**src/rtl/bc_pkg.sv**
```systemverilog
// Shared types and constants for the Bulls-and-Cows round sequencer.
// Holds the controller state encoding, display phase codes and a saturating counter helper.
package bc_pkg;

    localparam int NUM_DIGITS      = 4;
    localparam int SCAN_LEN        = 16;
    localparam int DIGIT_W_DEFAULT = 3;
    localparam int CNT_MAX         = 4;

    typedef enum logic [2:0] {
        S_SECRET,
        S_CHK_SECRET,
        S_GUESS,
        S_SCORE,
        S_WIN,
        S_LOSE
    } state_t;

    localparam logic [1:0] PH_SECRET = 2'd0;
    localparam logic [1:0] PH_GUESS  = 2'd1;
    localparam logic [1:0] PH_WIN    = 2'd2;
    localparam logic [1:0] PH_LOSE   = 2'd3;

    // Bull/cow tallies stop at CNT_MAX instead of wrapping.
    function automatic logic [2:0] sat_inc(input logic [2:0] v, input logic en);
        return (en && (v < 3'(CNT_MAX))) ? v + 3'd1 : v;
    endfunction

endpackage

```
**src/rtl/bc_pair_scanner.sv**
```systemverilog
// Sequential 16-pair comparator: one (i,j) digit pair per clock, i = idx[3:2], j = idx[1:0].
// Accumulates bulls/cows of word_a vs word_b and repeated digits within word_b; done marks the last pair.
module bc_pair_scanner
    import bc_pkg::*;
#(
    parameter int DIGIT_W = DIGIT_W_DEFAULT
) (
    input  logic                          clk,
    input  logic                          rst,
    input  logic                          start,
    input  logic                          clear,
    input  logic [NUM_DIGITS*DIGIT_W-1:0] word_a,
    input  logic [NUM_DIGITS*DIGIT_W-1:0] word_b,
    output logic                          done,
    output logic                          dup,
    output logic [2:0]                    bulls,
    output logic [2:0]                    cows
);

    logic [DIGIT_W-1:0] a_dig [NUM_DIGITS];
    logic [DIGIT_W-1:0] b_dig [NUM_DIGITS];

    genvar gi;
    generate
        for (gi = 0; gi < NUM_DIGITS; gi++) begin : g_unpack
            assign a_dig[gi] = word_a[gi*DIGIT_W +: DIGIT_W];
            assign b_dig[gi] = word_b[gi*DIGIT_W +: DIGIT_W];
        end
    endgenerate

    logic [3:0] idx_q, idx_d;
    logic       run_q, run_d;
    logic       dup_q, dup_d;
    logic [2:0] bulls_q, bulls_d;
    logic [2:0] cows_q, cows_d;

    logic [1:0] pair_i, pair_j;
    logic       same_pos, hit, pair_dup;
    logic       dup_sum;
    logic [2:0] bulls_sum, cows_sum;

    // The *_sum values already include the pair being examined this cycle, so on
    // the final pair the controller can commit the complete result without an extra cycle.
    always_comb begin
        pair_i    = idx_q[3:2];
        pair_j    = idx_q[1:0];
        same_pos  = (pair_i == pair_j);
        hit       = run_q && (a_dig[pair_i] == b_dig[pair_j]);
        pair_dup  = run_q && !same_pos && (b_dig[pair_i] == b_dig[pair_j]);
        dup_sum   = dup_q | pair_dup;
        bulls_sum = sat_inc(bulls_q, hit && same_pos);
        cows_sum  = sat_inc(cows_q, hit && !same_pos);
        done      = run_q && (idx_q == 4'(SCAN_LEN - 1));

        idx_d   = idx_q;
        run_d   = run_q;
        dup_d   = dup_sum;
        bulls_d = bulls_sum;
        cows_d  = cows_sum;
        if (clear) begin
            idx_d   = 4'd0;
            run_d   = 1'b0;
            dup_d   = 1'b0;
            bulls_d = 3'd0;
            cows_d  = 3'd0;
        end else if (start) begin
            idx_d   = 4'd0;
            run_d   = 1'b1;
            dup_d   = 1'b0;
            bulls_d = 3'd0;
            cows_d  = 3'd0;
        end else if (run_q) begin
            idx_d = idx_q + 4'd1;
            run_d = !done;
        end
    end

    always_ff @(posedge clk or posedge rst) begin
        if (rst) begin
            idx_q   <= 4'd0;
            run_q   <= 1'b0;
            dup_q   <= 1'b0;
            bulls_q <= 3'd0;
            cows_q  <= 3'd0;
        end else begin
            idx_q   <= idx_d;
            run_q   <= run_d;
            dup_q   <= dup_d;
            bulls_q <= bulls_d;
            cows_q  <= cows_d;
        end
    end

    assign dup   = dup_sum;
    assign bulls = bulls_sum;
    assign cows  = cows_sum;

endmodule

```
**src/rtl/bc_game_ctrl.sv**
```systemverilog
// Bulls-and-Cows round sequencer: latches and validates the secret, scores guesses,
// counts attempts and reports win/lose status to the display formatter.
module bc_game_ctrl
    import bc_pkg::*;
#(
    parameter int MAX_TRIES = 8,
    parameter int DIGIT_W   = DIGIT_W_DEFAULT
) (
    input  logic                          clk,
    input  logic                          rst,
    input  logic                          save,
    input  logic                          new_game,
    input  logic [NUM_DIGITS*DIGIT_W-1:0] digits_in,
    output logic [2:0]                    bulls,
    output logic [2:0]                    cows,
    output logic [3:0]                    attempts,
    output logic                          result_valid,
    output logic                          dup_err,
    output logic [1:0]                    phase,
    output logic                          busy
);

    localparam int         WORD_W = NUM_DIGITS * DIGIT_W;
    localparam logic [3:0] MAX_T  = 4'(MAX_TRIES);

    state_t state_q, state_d;

    logic [WORD_W-1:0] secret_q, secret_d;
    logic [WORD_W-1:0] guess_q, guess_d;
    logic [2:0]        bulls_q, bulls_d;
    logic [2:0]        cows_q, cows_d;
    logic [3:0]        attempts_q, attempts_d;
    logic              result_valid_q, result_valid_d;
    logic              dup_err_q, dup_err_d;

    logic              scan_start, scan_done, scan_dup;
    logic [2:0]        scan_bulls, scan_cows;
    logic [WORD_W-1:0] scan_word_b;
    logic [3:0]        attempts_inc;

    assign attempts_inc = attempts_q + 4'd1;
    assign scan_start   = save && !new_game && ((state_q == S_SECRET) || (state_q == S_GUESS));
    // Secret validation compares the secret against itself; only the dup flag is used.
    assign scan_word_b  = (state_q == S_SCORE) ? guess_q : secret_q;

    bc_pair_scanner #(
        .DIGIT_W (DIGIT_W)
    ) u_scanner (
        .clk    (clk),
        .rst    (rst),
        .start  (scan_start),
        .clear  (new_game),
        .word_a (secret_q),
        .word_b (scan_word_b),
        .done   (scan_done),
        .dup    (scan_dup),
        .bulls  (scan_bulls),
        .cows   (scan_cows)
    );

    always_ff @(posedge clk or posedge rst) begin
        if (rst) begin
            state_q <= S_SECRET;
        end else begin
            state_q <= state_d;
        end
    end

    always_comb begin
        state_d = state_q;
        if (new_game) begin
            state_d = S_SECRET;
        end else begin
            case (state_q)
                S_SECRET:     if (save) state_d = S_CHK_SECRET;
                S_CHK_SECRET: if (scan_done) state_d = scan_dup ? S_SECRET : S_GUESS;
                S_GUESS:      if (save) state_d = S_SCORE;
                S_SCORE: begin
                    if (scan_done) begin
                        if (scan_dup)                  state_d = S_GUESS;
                        else if (scan_bulls == 3'd4)   state_d = S_WIN;
                        else if (attempts_inc == MAX_T) state_d = S_LOSE;
                        else                           state_d = S_GUESS;
                    end
                end
                default: state_d = state_q;
            endcase
        end
    end

    always_comb begin
        phase = PH_SECRET;
        busy  = 1'b0;
        case (state_q)
            S_CHK_SECRET: busy = 1'b1;
            S_GUESS:      phase = PH_GUESS;
            S_SCORE: begin
                phase = PH_GUESS;
                busy  = 1'b1;
            end
            S_WIN:        phase = PH_WIN;
            S_LOSE:       phase = PH_LOSE;
            default:      phase = PH_SECRET;
        endcase
    end

    // Result registers move only when a scan completes; a rejected guess leaves the score intact.
    always_comb begin
        secret_d       = secret_q;
        guess_d        = guess_q;
        bulls_d        = bulls_q;
        cows_d         = cows_q;
        attempts_d     = attempts_q;
        result_valid_d = result_valid_q;
        dup_err_d      = dup_err_q;
        if (new_game) begin
            secret_d       = '0;
            guess_d        = '0;
            bulls_d        = 3'd0;
            cows_d         = 3'd0;
            attempts_d     = 4'd0;
            result_valid_d = 1'b0;
            dup_err_d      = 1'b0;
        end else begin
            case (state_q)
                S_SECRET: if (save) secret_d = digits_in;
                S_CHK_SECRET: begin
                    if (scan_done) begin
                        dup_err_d = scan_dup;
                        if (!scan_dup) begin
                            attempts_d     = 4'd0;
                            result_valid_d = 1'b0;
                            bulls_d        = 3'd0;
                            cows_d         = 3'd0;
                        end
                    end
                end
                S_GUESS: if (save) guess_d = digits_in;
                S_SCORE: begin
                    if (scan_done) begin
                        dup_err_d = scan_dup;
                        if (!scan_dup) begin
                            bulls_d        = scan_bulls;
                            cows_d         = scan_cows;
                            result_valid_d = 1'b1;
                            attempts_d     = attempts_inc;
                        end
                    end
                end
                default: ;
            endcase
        end
    end

    always_ff @(posedge clk or posedge rst) begin
        if (rst) begin
            secret_q       <= '0;
            guess_q        <= '0;
            bulls_q        <= 3'd0;
            cows_q         <= 3'd0;
            attempts_q     <= 4'd0;
            result_valid_q <= 1'b0;
            dup_err_q      <= 1'b0;
        end else begin
            secret_q       <= secret_d;
            guess_q        <= guess_d;
            bulls_q        <= bulls_d;
            cows_q         <= cows_d;
            attempts_q     <= attempts_d;
            result_valid_q <= result_valid_d;
            dup_err_q      <= dup_err_d;
        end
    end

    assign bulls        = bulls_q;
    assign cows         = cows_q;
    assign attempts     = attempts_q;
    assign result_valid = result_valid_q;
    assign dup_err      = dup_err_q;

endmodule
```
**config.mk**
```make
export PLATFORM = sky130hd
export DESIGN_NAME = bc_game_ctrl
export DESIGN_NICKNAME = d
export VERILOG_FILES = /design/src/rtl/bc_pkg.sv /design/src/rtl/bc_pair_scanner.sv /design/src/rtl/bc_game_ctrl.sv
export SDC_FILE = /design/constraint.sdc
export NUM_CORES = 1
export LEC_CHECK = 0
export ABC_CLOCK_PERIOD_IN_PS = 7550
export CAP_MARGIN = 5
export CORE_MARGIN = 2
export CORE_UTILIZATION = 50
export DETAILED_ROUTE_END_ITERATION = 8
export PLACE_DENSITY = 0.79
export SKIP_LAST_GASP = 1
export SYNTH_ARGS = -nofsm -noshare
export SYNTH_HDL_FRONTEND = slang
export SYNTH_SLANG_ARGS = --single-unit
```
**constraint.sdc**
```tcl
create_clock -name clk -period 7.55 [get_ports clk]
set_clock_uncertainty 0.15 [all_clocks]
set_input_delay 1.8875 -clock clk [delete_from_list [all_inputs] [get_ports clk]]
set_output_delay 1.8875 -clock clk [all_outputs]
set_load 0.01 [all_outputs]
```
# --- Word-level counts from Yosys, hierarchy flattened ---
# Cells that the tools add are included.
word_totals:
  reg_bits: 51
  wordCells: 137
op_classes:
  add_sub_neg: 4
  order_cmp: 4
  eq_ne: 17
  muxes: 66
  n_bitwise: 3
  n_reduce_logical: 30
ops:
  columns: ["cell", "count"]
  rows:
  - ["$mux 3", 28]
  - ["$mux 12", 6]
  - ["$mux 4", 8]
  - ["$bmux 3 s2", 3]
  - ["$ne 3x3->1 const B", 6]
  - ["$mux 1", 14]
  - ["$pmux 3 s2", 2]
  - ["$pmux 3 s4", 1]
  - ["$logic_and 1x1->1", 10]
  - ["$reduce_and 5->1", 2]
  - ["$reduce_bool 2->1", 5]
  - ["$eq 3x3->1 const B", 3]
  - ["$add 4x1->4 const B", 2]
  - ["$eq 4x4->1 const B", 2]
  - ["$pmux 4 s2", 1]
  - ["$add 3x1->3 const B", 2]
  - ["$eq 3x2->1 const B", 2]
  - ["$eq 3x3->1", 2]
  - ["$ge 3x3->1 const B", 2]
  - ["$lt 3x3->1 const B", 2]
  - ["$not 2->3", 2]
  - ["$pmux 2 s3", 1]
  - ["$reduce_and 2->1", 3]
  - ["$reduce_bool 3->1", 2]
  - ["other kinds (10)", 13]

# --- Longest topological paths before layout ---
logic_depth:
  ltp_word: 16
  mapped_depth: 11

# --- Hierarchy ---
# From an unflattened synthesis, not the netlist that was laid out.
unflattened:
  hier_cells: 284
  area_unflattened_um2: 2916.5
by_module_without_submodules:
  columns: ["mod", "n_inst", "cells_per_inst", "area_each_um2", "seq_area_each_um2"]
  rows:
  - ["bc_game_ctrl", 1, 194, 1880.6, 975.9]
  - ["bc_pair_scanner", 1, 90, 1036.0, 300.3]

# --- Least setup slack after synthesis ---
# Ideal clock, no wire load.
synth_timing:
  kind: "input port to flip-flop"
  start: "input save"
  end: "register secret_q[0]"
  setup_ps: 83
  arrival_time_ps: 2882
  required_ps: 7317
  path_slack_ps: 4435
  cell_stages: 6
  path_cell_list: "and3_1 clkbuf_1 a21oi_1 clkbuf_1 nand2_1 o21ai_0"
synth_between:
  elab_chain_len: 2
synth_lines:
  columns: ["element", "line_no", "source"]
  rows:
  - ["start: declaration", "bc_game_ctrl.sv:11", "input logic save,"]
  - ["$reduce_bool 2->1 (no source line)", null, null]
  - ["$reduce_and 2->1 (no source line)", null, null]
  - ["end signal: assignment", "bc_game_ctrl.sv:165", "secret_q <= secret_d;"]
  - ["end: declaration", "bc_game_ctrl.sv:28", "logic [WORD_W-1:0] secret_q, secret_d;"]
# No other way between the ends.
# A chain may end at the register's enable or synchronous reset.

# --- Final worst setup path ---
layout_timing:
  start: "register state_q[1]"
  end: "output phase[0]"
layout_between:
  elab_chain_len: 3
  word_cells_on_any_way: 6
  classes_between: "eq/ne (4); mux (1); reduce/logical (1)"
layout_lines:
  columns: ["element", "line_no", "source"]
  rows:
  - ["start: declaration", "bc_game_ctrl.sv:26", "state_t state_q, state_d;"]
  - ["start signal: assignment", "bc_game_ctrl.sv:65", "state_q <= state_d;"]
  - ["$eq 3x2->1", "bc_game_ctrl.sv:94", "case (state_q)"]
  - ["$reduce_or 2->1 (no source line)", null, null]
  - ["$pmux 2 s3 *", "bc_game_ctrl.sv:94", null]
  - ["end: declaration", "bc_game_ctrl.sv:19", "output logic [1:0] phase,"]
# Mark *: on every way between the ends. The rest lies on a longest branch, timed or not.

==> flow_metrics.env <==
export IMPL_outcome="finished, final reports clean"
export IMPL_max_stage_delay_on_crit_path_ns=0.58
export IMPL_final_layout_size_suffix_gt1_share_pct=8.88
export IMPL_floorplan_io_pins=31
export IMPL_wire_per_inst_um=15.5
export IMPL_cts_inserted_buffers=5
export IMPL_chip_width_um=82.6
export IMPL_post_dp_hpwl_um=4540
export IMPL_route_final_wire_length_um=6400
export IMPL_rsz0062_at_grt="no"
export IMPL_floorplan_die_height_um=82.6
export IMPL_synth_area_mm2=0.00309
export IMPL_rows=28
export IMPL_achievable_frequency_mhz=261
export IMPL_via_count=2438
export IMPL_synth_top_cell_area_share_pct=41.4
export IMPL_total_congestion_overflow_after_global_routing=0
export IMPL_initial_utilization_pct=51.8
export IMPL_maxCapViolations=0
export IMPL_syn_to_final_growth_pct=12.6
export IMPL_count_of_final_setup_violators=0
export IMPL_worst_endpoint_arrival_ns=1.79
export IMPL_htree_num_levels=2
export IMPL_postSynthCellCount=318
export IMPL_post_route_drc_count=0
export IMPL_max_slew_violations=0
export IMPL_maxSlewHeadroom_pct=30.5
export IMPL_worst_slew_pin_transition_ns=1.04
export IMPL_ffs_latches_synth=51
export IMPL_power_density_cell_area_mw_per_mm2=150
export IMPL_port_buffers=30
export IMPL_core_region_area_mm2=0.00596
export IMPL_fin_setup_tns_ns=0
export IMPL_post_route_worst_setup_slack_ns=3.72
export IMPL_num_clock_sinks=51
export IMPL_grt_first_pass_wirelength_um=10900
export IMPL_postSynth_topFlopCell="dfrtp_1"
export IMPL_leading_cell_types_in_the_layout_fill_and_taps_excluded="52 x nand2_1, 51 x dfrtp_1, 30 x clkdlybuf4s50_1"
export IMPL_yosys_warnings=0
export IMPL_finish_instance_area_mm2=0.00347
export IMPL_fin_nets=358
export IMPL_delay_heaviest_family_cp="buffers and inverters"
export IMPL_crit_required_ns=5.51
export IMPL_cp_end_kind="output pin"
export IMPL_gp_congestion=0.820
export IMPL_synth_edf_count=0
export IMPL_route_antenna_remaining_nets=0
export IMPL_yosysTopAreaCell="dfrtp_1"
export IMPL_final_hold_fails=0
export IMPL_post_cts_resized_instances=0
export IMPL_grtUsageTotal_pct=20.8
export IMPL_synth_distinct_cells=49
export IMPL_grt_antenna_before_repair=0
export IMPL_root_buffer="clkbuf_8"
export IMPL_tritoncts="done"
export IMPL_die_area_mm2=0.00682
export IMPL_max_clock_path_buffers=2
export IMPL_layout_commonest_cell="nand2_1"
export IMPL_holdCritPathClass="register to register"
export IMPL_postSynth_asyncResetShare_pct=100
export IMPL_crit_path_max_fanout=10
export IMPL_critPathLaunchType="register"
export IMPL_irDropWorstVdd_mv=0.0901
export IMPL_layout_min_cycle_time_ns=3.83
export IMPL_timing_final_crit_share_pct=50.7
export IMPL_latest_clock_arrival_within_the_worst_skew_pair_ns=0.31
export IMPL_cts_setup_buffers=0
export IMPL_grt_pass1_vias=2395
export IMPL_critical_path_class="register to output pin"
export IMPL_clk_slew_on_worst_s_h_paths_ns=0.10
export IMPL_synth_seq_area_share_pct=41.4
export IMPL_synthesis_nets=339
export IMPL_yosys_top_cells_area="dfrtp_1 41%, mux4_2 6.6%, nand2_1 6.3%"
export IMPL_post_drt_via_cell_ratio=5.90
export IMPL_cp_slowest_cell="dfrtp_1"
export IMPL_cts_hold_repair_buffers=0
export IMPL_pin_count_of_the_biggest_net_entering_global_routing=52
export IMPL_pre_cts_slack_ns=3.98
export IMPL_drt_pass1_iter_count=4
export IMPL_n_antenna_cell=0
export IMPL_ordered_list_of_cells_on_the_worst_path="inv_1 -> o21ai_0 -> clkdlybuf4s50_1"
export IMPL_avgSynthCellArea_um2=9.70
export IMPL_dpl_cell_area_mm2=0.00339
export IMPL_dr_first_iter_drc_count=104
export IMPL_cp_buffers_inverters=2
export IMPL_leakage_nw=1.33
cells by family (layout without fill, tap and decap cells):
logic type | Yosys count | count (layout) | synth area share (%)
xor gates and xnor gates | 11 | 11 | 3.12
muxes | 30 | 30 | 14.4
buffers and inverters | 30 | 50 | 4.91
and+or+nand+nor | 130 | 130 | 22.4
AOI/OAI and AO/OA | 61 | 61 | 11.8
adders and majority gates | 5 | 5 | 2.03
DFF | 51 | 51 | 41.4
cells in the mapped netlist (2+ instances only):
master     number
a2111oi_0       2
a211oi_1        3
a21boi_0        2
a21oi_1        23
and2_1          4
buf_2           6
buf_6           2
clkbuf_1       12
dfrtp_1        51
ha_1            5
inv_1           8
mux2i_1        18
mux4_2          9
nand2_1        52
nand2b_1       14
nand3_1         4
nand3b_1        4
nand4_1         3
nor2_1         24
nor3_1          4
nor3b_1         3
nor4_1          3
nor4_4          3
o211ai_1        2
o21ai_0        16
o21ai_1         4
o311ai_1        2
o32ai_1         2
or2_2           2
or3_1           3
xnor2_1         7
xor2_1          4
area by class of cell:
| class | count | area, um^2 |
|---|---|---|
| clock buffers | 6 | 72.6 |
| clock inverters | 2 | 12.5 |
| fillers | 516 | 2480 |
| inverters | 8 | 30.0 |
| multi-input cells | 237 | 1660 |
| flip-flops and latches | 51 | 1280 |
| well taps | 75 | 93.8 |
| repair buffers | 34 | 330 |
final timing paths:
| path | from | end | slack (ns) | cells after the start |
|---|---|---|---|---|
| worst max-delay path | state_q[1]$_DFFE_PP0P_ | phase[0] | 3.72 | 3 |
| max in group asynchronous | rst | u_scanner.idx_q[1]$_DFFE_PP0P_ | 4.60 | 2 |
| worst max register to register | state_q[1]$_DFFE_PP0P_ | attempts[3]$_DFFE_PP0P_ | 4.16 | 8 |
| worst min-delay path | bulls[2]$_DFFE_PP0P_ | bulls[2]$_DFFE_PP0P_ | 0.38 | 2 |
| worst min register to register | bulls[2]$_DFFE_PP0P_ | bulls[2]$_DFFE_PP0P_ | 0.38 | 2 |
| min in group asynchronous | rst | attempts[1]$_DFFE_PP0P_ | 2.00 | 2 |
sequential cells by signal, indices dropped and copies added (netlist names), 3 cells and up:
signal             count
secret_q              12
cows                   3
attempts               4
u_scanner.cows_q       3
u_scanner.bulls_q      3
bulls                  3
u_scanner.idx_q        4
state_q                3
guess_q               12
through the flow:
step | hold slack [ns] | instances | power, mW | util [%]
6_report | 0.377 | 413 | 0.521 | 58.3
5_1_grt | 0.399 | 413 | 0.543 | 58.3
4_1_cts | 0.375 | 413 | 0.523 | 58.3
3_5_place_dp | 0.355 | 405 | 0.369 | 56.9
3_3_place_gp | 0.342 | 405 | 0.367 | 56.9
2_1_floorplan | 0.320 | 318 | 0.348 | -
power breakdown:
group	switching, mW	internal, mW	total, mW
registers	0.00993	0.280	0.290
clock network	0.0925	0.0650	0.158
logic	0.0402	0.0336	0.0738
total	0.143	0.379	0.521
worst min-delay path, cell delays in order, from the launching register on:
cell	delay [ns]
dfrtp_1	0.39
nand2_1	0.06
a21oi_1	0.05
routing by layer:
| metal | global-route usage [%] | share of wire, % | wire (um) |
|---|---|---|---|
| met1 | 26.8 | 46 | 2950 |
| met2 | 35.7 | 49 | 3110 |
| met5 | 0 | 0 | 0 |
| met4 | 6.07 | 1.1 | 70 |
| met3 | 3.80 | 4.2 | 268 |
(Power assumes the default switching activity.)
